`src/rtl/grid_actor_ctrl.sv`:
```
// rtl/grid_actor_ctrl.sv - grid-walking actor: tile position, pixel-step animation, facing/frame, HP
// Optional post-hit invulnerability window enabled with `define ACTOR_INVULN_EN.
module grid_actor_ctrl #(
  parameter int TILE_LOG      = 5,
  parameter int WALK_DELAY    = 5,
  parameter int START_R       = 3,
  parameter int START_C       = 3,
  parameter int HP_W          = 5,
  parameter int HP_FULL       = 5,
  parameter int N_MON         = 2,
  parameter int DAMAGE        = 1,
  parameter int INVULN_CYCLES = 1024
) (
  input  logic                  clk_13,
  input  logic                  rst,
  input  logic                  up_pressed,
  input  logic                  down_pressed,
  input  logic                  left_pressed,
  input  logic                  right_pressed,
  input  logic [2:0]            dest_type,
  output logic [9:0]            dest_r,
  output logic [9:0]            dest_c,
  output logic [9:0]            actor_r,
  output logic [9:0]            actor_c,
  output logic [9:0]            actor_v,
  output logic [9:0]            actor_h,
  output logic [2:0]            facing,
  output logic [1:0]            frame,
  output logic                  moving,
  input  logic [10*N_MON-1:0]   mon_r,
  input  logic [10*N_MON-1:0]   mon_c,
  input  logic [N_MON-1:0]      mon_alive,
  output logic [HP_W-1:0]       hp,
  output logic                  alive,
  output logic                  hit,
  output logic                  invuln
);

  localparam logic [2:0] ST_STOP  = 3'd0;
  localparam logic [2:0] ST_DOWN  = 3'd1;
  localparam logic [2:0] ST_UP    = 3'd2;
  localparam logic [2:0] ST_LEFT  = 3'd3;
  localparam logic [2:0] ST_RIGHT = 3'd4;
  localparam int         DW       = HP_W + 4;
  localparam logic [9:0] START_V  = 10'(START_R) << TILE_LOG;
  localparam logic [9:0] START_H  = 10'(START_C) << TILE_LOG;

  logic [2:0]            state_q, state_d;
  logic [2:0]            facing_q, facing_d;
  logic [9:0]            actor_r_q, actor_r_d;
  logic [9:0]            actor_c_q, actor_c_d;
  logic [9:0]            actor_v_q, actor_v_d;
  logic [9:0]            actor_h_q, actor_h_d;
  logic [WALK_DELAY-1:0] sub_cnt_q, sub_cnt_d;
  logic [TILE_LOG-1:0]   pix_cnt_q, pix_cnt_d;
  logic [HP_W-1:0]       hp_q, hp_d;
  logic                  hit_q, hit_d;
  logic [10*N_MON-1:0]   mon_r_prev_q, mon_c_prev_q;

  logic [2:0]            key_dir;
  logic                  dest_ok;
  logic [DW-1:0]         qual_cnt;
  logic [DW-1:0]         dmg;
  logic [DW-1:0]         hp_ext;
  logic                  take_hit;
  logic                  invuln_w;

  assign alive = (hp_q != '0);

  always_comb begin
    key_dir = ST_STOP;
    if (up_pressed)         key_dir = ST_UP;
    else if (down_pressed)  key_dir = ST_DOWN;
    else if (left_pressed)  key_dir = ST_LEFT;
    else if (right_pressed) key_dir = ST_RIGHT;
  end

  // The map probe only looks ahead while idle and alive; otherwise it points at the actor itself.
  always_comb begin
    dest_r = actor_r_q;
    dest_c = actor_c_q;
    if (state_q == ST_STOP && alive) begin
      case (key_dir)
        ST_UP:    dest_r = actor_r_q - 10'd1;
        ST_DOWN:  dest_r = actor_r_q + 10'd1;
        ST_LEFT:  dest_c = actor_c_q - 10'd1;
        ST_RIGHT: dest_c = actor_c_q + 10'd1;
        default:  ;
      endcase
    end
  end

  assign dest_ok = (dest_type == 3'b000) || (dest_type == 3'b001) || (dest_type == 3'b011);

  always_comb begin
    qual_cnt = '0;
    for (int i = 0; i < N_MON; i++) begin
      if (mon_alive[i]
          && ({mon_r[10*i +: 10], mon_c[10*i +: 10]} != {mon_r_prev_q[10*i +: 10], mon_c_prev_q[10*i +: 10]})
          && ({mon_r[10*i +: 10], mon_c[10*i +: 10]} == {actor_r_q, actor_c_q}))
        qual_cnt = qual_cnt + DW'(1);
    end
  end

  assign dmg      = qual_cnt * DW'(DAMAGE);
  assign hp_ext   = DW'(hp_q);
  assign take_hit = alive && !invuln_w && (dmg != '0);

  always_comb begin
    state_d   = state_q;
    facing_d  = facing_q;
    actor_r_d = actor_r_q;
    actor_c_d = actor_c_q;
    actor_v_d = actor_v_q;
    actor_h_d = actor_h_q;
    sub_cnt_d = sub_cnt_q;
    pix_cnt_d = pix_cnt_q;
    hp_d      = hp_q;
    hit_d     = 1'b0;

    if (!alive) begin
      state_d = ST_STOP;
    end else if (state_q == ST_STOP) begin
      if (key_dir != ST_STOP) begin
        facing_d = key_dir;
        if (dest_ok) begin
          actor_r_d = dest_r;
          actor_c_d = dest_c;
          state_d   = key_dir;
          sub_cnt_d = '0;
          pix_cnt_d = '0;
        end
      end
    end else begin
      sub_cnt_d = sub_cnt_q + 1'b1;
      if (&sub_cnt_q) begin
        pix_cnt_d = pix_cnt_q + 1'b1;
        case (state_q)
          ST_DOWN:  actor_v_d = actor_v_q + 10'd1;
          ST_UP:    actor_v_d = actor_v_q - 10'd1;
          ST_LEFT:  actor_h_d = actor_h_q - 10'd1;
          default:  actor_h_d = actor_h_q + 10'd1;
        endcase
        if (&pix_cnt_q) state_d = ST_STOP;
      end
    end

    if (take_hit) begin
      hp_d  = (dmg >= hp_ext) ? '0 : HP_W'(hp_ext - dmg);
      hit_d = 1'b1;
    end
  end

  always_ff @(posedge clk_13) begin
    if (!rst) begin
      state_q      <= ST_STOP;
      facing_q     <= ST_DOWN;
      actor_r_q    <= 10'(START_R);
      actor_c_q    <= 10'(START_C);
      actor_v_q    <= START_V;
      actor_h_q    <= START_H;
      sub_cnt_q    <= '0;
      pix_cnt_q    <= '0;
      hp_q         <= HP_W'(HP_FULL);
      hit_q        <= 1'b0;
      mon_r_prev_q <= mon_r;
      mon_c_prev_q <= mon_c;
    end else begin
      state_q      <= state_d;
      facing_q     <= facing_d;
      actor_r_q    <= actor_r_d;
      actor_c_q    <= actor_c_d;
      actor_v_q    <= actor_v_d;
      actor_h_q    <= actor_h_d;
      sub_cnt_q    <= sub_cnt_d;
      pix_cnt_q    <= pix_cnt_d;
      hp_q         <= hp_d;
      hit_q        <= hit_d;
      mon_r_prev_q <= mon_r;
      mon_c_prev_q <= mon_c;
    end
  end

`ifdef ACTOR_INVULN_EN
  logic        invuln_q, invuln_d;
  logic [15:0] invuln_cnt_q, invuln_cnt_d;

  // Damage arriving inside the window is dropped, never deferred.
  always_comb begin
    invuln_d     = invuln_q;
    invuln_cnt_d = invuln_cnt_q;
    if (take_hit) begin
      invuln_d     = 1'b1;
      invuln_cnt_d = 16'(INVULN_CYCLES - 1);
    end else if (invuln_q) begin
      if (invuln_cnt_q == '0) invuln_d = 1'b0;
      else                    invuln_cnt_d = invuln_cnt_q - 16'd1;
    end
  end

  always_ff @(posedge clk_13) begin
    if (!rst) begin
      invuln_q     <= 1'b0;
      invuln_cnt_q <= '0;
    end else begin
      invuln_q     <= invuln_d;
      invuln_cnt_q <= invuln_cnt_d;
    end
  end

  assign invuln_w = invuln_q;
`else
  assign invuln_w = 1'b0;
`endif

  assign actor_r = actor_r_q;
  assign actor_c = actor_c_q;
  assign actor_v = actor_v_q;
  assign actor_h = actor_h_q;
  assign facing  = facing_q;
  assign moving  = (state_q != ST_STOP) && alive;
  assign frame   = !moving ? 2'd0 : (pix_cnt_q[TILE_LOG-1] ? 2'd2 : 2'd1);
  assign hp      = hp_q;
  assign hit     = hit_q;
  assign invuln  = invuln_w;

endmodule

```
`config.mk`:
```
export PLATFORM = sky130hd
export DESIGN_NAME = grid_actor_ctrl
export DESIGN_NICKNAME = d
export VERILOG_FILES = /design/src/rtl/grid_actor_ctrl.sv
export SDC_FILE = /design/constraint.sdc
export NUM_CORES = 1
export LEC_CHECK = 0
export ABC_AREA = 1
export BUFFER_PORTS_ARGS = -buffer_cell sky130_fd_sc_hd__buf_2
export CORE_MARGIN = 2
export CORE_UTILIZATION = 32
export CTS_BUF_LIST = sky130_fd_sc_hd__clkbuf_2
export CTS_CLUSTER_DIAMETER = 60
export DETAILED_ROUTE_END_ITERATION = 10
export PLACE_DENSITY = 0.51
export RECOVER_POWER = 25
export REMOVE_ABC_BUFFERS = 1
export SETUP_SLACK_MARGIN = 0.4
export SLEW_MARGIN = 20
export SYNTH_ARGS = -nofsm -noshare
export SYNTH_HDL_FRONTEND = slang
export SYNTH_SLANG_ARGS = --single-unit
```
`constraint.sdc`:
```
create_clock -name clk_13 -period 3.1 [get_ports clk_13]
set_input_delay 0.465 -clock clk_13 [delete_from_list [all_inputs] [get_ports clk_13]]
set_output_delay 0.465 -clock clk_13 [all_outputs]
set_load 0.01 [all_outputs]
```
==> impl_metrics.json <==
{
  "route.vias.total": 6689,
  "finalCriticalPeriod_ns": 2.90,
  "synth_top_area_cell": "dfxtp_1",
  "seq_area_frac_synth": 0.313,
  "vdd_drop_max_mv": 0.247,
  "outcome": "finished clean",
  "grtUsageTotal": 0.191,
  "critPathMaxStageDelay_ns": 0.43,
  "synth_edf_count": 0,
  "io_pins": 125,
  "start_util": 0.324,
  "grt_pass1_wl_um": 32500,
  "hold_slack_ns": 0.240,
  "leakage_uw": 0.00441,
  "finalSetupTns_ns": 0,
  "critPathRequiredTime_ns": 2.63,
  "async_flop_share": 0,
  "synth_seq_cells": 102,
  "synthCells": 912,
  "crit_path_start_kind": "register",
  "ant_nets": 0,
  "overflow": 0,
  "die_w_um": 147,
  "syn_avg_cell_area_um2": 7.15,
  "yosysUniqueCellTypes": 51,
  "cts-root-buf": "clkbuf_2",
  "rsz0062_at_grt": "yes",
  "stdcell_count": 1444,
  "clock_path_buffers": 2,
  "wl_met1_um": 9760,
  "area_growth_pct": 43.1,
  "dp_cells": 1307,
  "wl_per_cell_um": 14.7,
  "slew_viol_final": 0,
  "fin_skew_ns": 0.0384,
  "synth_area_leaders": "dfxtp_1 (31%), nand2_1 (11%), ha_1 (8.1%)",
  "vias_per_cell": 4.63,
  "coreArea_um2": 20100,
  "cp_slowest_cell": "dfxtp_4",
  "arrival_ns": 2.43,
  "clock_sinks": 102,
  "regArea_um2": 2120,
  "critPathKind": "reg2out",
  "grt_pass1_vias": 6346,
  "synth.most_common_cell": "nand2_1",
  "drc_errors": 0,
  "cts_buffers": 9,
  "max_freq_mhz": 345,
  "crit_path_end_kind": "primary output",
  "synth_ff_type": "dfxtp_1",
  "synthesis.area_um2": 6520,
  "htreeDepth": 3,
  "fillers": 2030,
  "hold_path_class": "in2reg",
  "hold_viol": 0,
  "path_clk_slew_ns": 0.28,
  "port_buffers": 123,
  "yosysWarnings": 0,
  "nets": 1266,
  "clkLatencyLatePin_ns": 0.61,
  "setup_violations": 0,
  "crit_fanout": 4,
  "first_pass_iters": 5,
  "routed_wl_um": 21200,
  "multi_input_area_um2": 4360,
  "period_share": 0.934,
  "worst_pin_slew_ns": 0.682,
  "dr.max_layer_used": "met5",
  "grt_antenna_before_repair": 2,
  "die_area_um2": 21500,
  "drive_gt1_frac": 0.317,
  "synth_top_cell_area_share": 0.313,
  "globalplace.congestion": 0.838,
  "drt_iter0_drc": 262,
  "grt_max_degree": 23,
  "die_y_um": 147,
  "relSlewSlack": 0.545,
  "met3_wirelength_um": 1020,
  "cp_cell_sequence": "clkinvlp_4 -> buf_6 -> fa_2 -> inv_2 -> nand3_2 -> nand2_2 -> nand4_1 -> nand3_1 -> nand3_2 -> nand2_2 -> inv_2 -> buf_6",
  "yosys-top-cells-count": "nand2_1 (194), inv_1 (135), dfxtp_1 (102), nor2_1 (77), a21oi_1 (62)",
  "dr_wl_met2_um": 9800,
  "max-cap-violations": 0,
  "p_per_area_nw_per_um2": 542,
  "hpwl_um": 15200,
  "cts_tree": "yes",
  "num_rows": 52
}
## path summary, 6_finish.rpt
path / start / end / slack (ns) / depth (start not counted)
max: actor_r[0] / dest_r[8] / 0.20 / 12
min: up_pressed / facing[0] / 0.24 / 4
max reg2reg: actor_r[0] / actor_r[8] / 0.23 / 20
min reg2reg: pix_cnt_q[2] / pix_cnt_q[2] / 0.48 / 2
## metrics by stage
stage / setup slack [ns] / util / total power (µW) / cell area, µm²
floorplan: 0.553 / - / 2840 / 6450
global placement: 0.166 / 0.372 / 3490 / 7480
detailed placement: 0.176 / 0.372 / 3480 / 7480
CTS: 0.202 / 0.443 / 4720 / 8910
global route: 0.0496 / 0.464 / 5400 / 9330
finish: 0.205 / 0.464 / 5060 / 9330
## cell type report
class                      instances  area share
multi-input combinational        653       0.468
sequential                       102       0.227
timing repair buffer             254       0.197
inverter                         148      0.0632
tap                              270      0.0362
clock buffer                       9     0.00483
clock inverter                     6     0.00416
antenna                            2    0.000537
## what timing repair did
| action | in CTS | in global routing |
|---|---|---|
| hold buffers | 40 | 0 |
| setup endpoints to repair | 23 | 24 |
| pin swaps | 48 | 68 |
| buffers inserted | 60 | 19 |
| resized for setup | 133 | 86 |
| hold endpoints to repair | 40 | 0 |
| cloned | 1 | 0 |
## placed cells by master, fill, tap and decap left out, drive strengths merged, types with 21 or more instances in the layout
master	instances
ha	42
a21oi	62
nand2	197
buf	174
xor2	34
dfxtp	102
dlygate4sd3	40
nand3	51
o21ai	56
nand4	21
nor2	84
xnor2	24
inv	145
clkbuf	49
## kinds of logic after synthesis
group	count (synthesis)	synth area share
compound gates	170	0.153
xor+xnor	58	0.0791
fa+ha+maj	47	0.0960
buf+inv	157	0.0972
flops	102	0.313
other cells	1	0.000575
simple gates	377	0.261
## registers in the layout (all words and copies together), names as in the netlist
register	count
state_q	3
facing	3
actor_r	10
actor_h	10
actor_c	10
pix_cnt_q	5
mon_c_prev_q	20
hit	1
actor_v	10
mon_r_prev_q	20
sub_cnt_q	5
hp	5
## per-layer routing
layer | up-vias | track usage
met5 | - | 0
met4 | 2 | 0.0612
met3 | 42 | 0.0363
met2 | 160 | 0.315
met1 | 2991 | 0.254
li1 | 3494 | -
## power breakdown
group | switching [µW] | internal, µW
Clock | 479 | 99.4
Sequential | 95.6 | 1440
Combinational | 1570 | 1370
Total | 2140 | 2910
## worst max-delay path, delay by kind of cell, from the launching register on
kind / cells / cell delay (ns)
fa+ha+maj: 1 / 0.40
buf+inv: 5 / 0.43
simple gates: 6 / 0.57
flops: 1 / 0.43
Note: power is estimated with default switching activity, not from simulation.
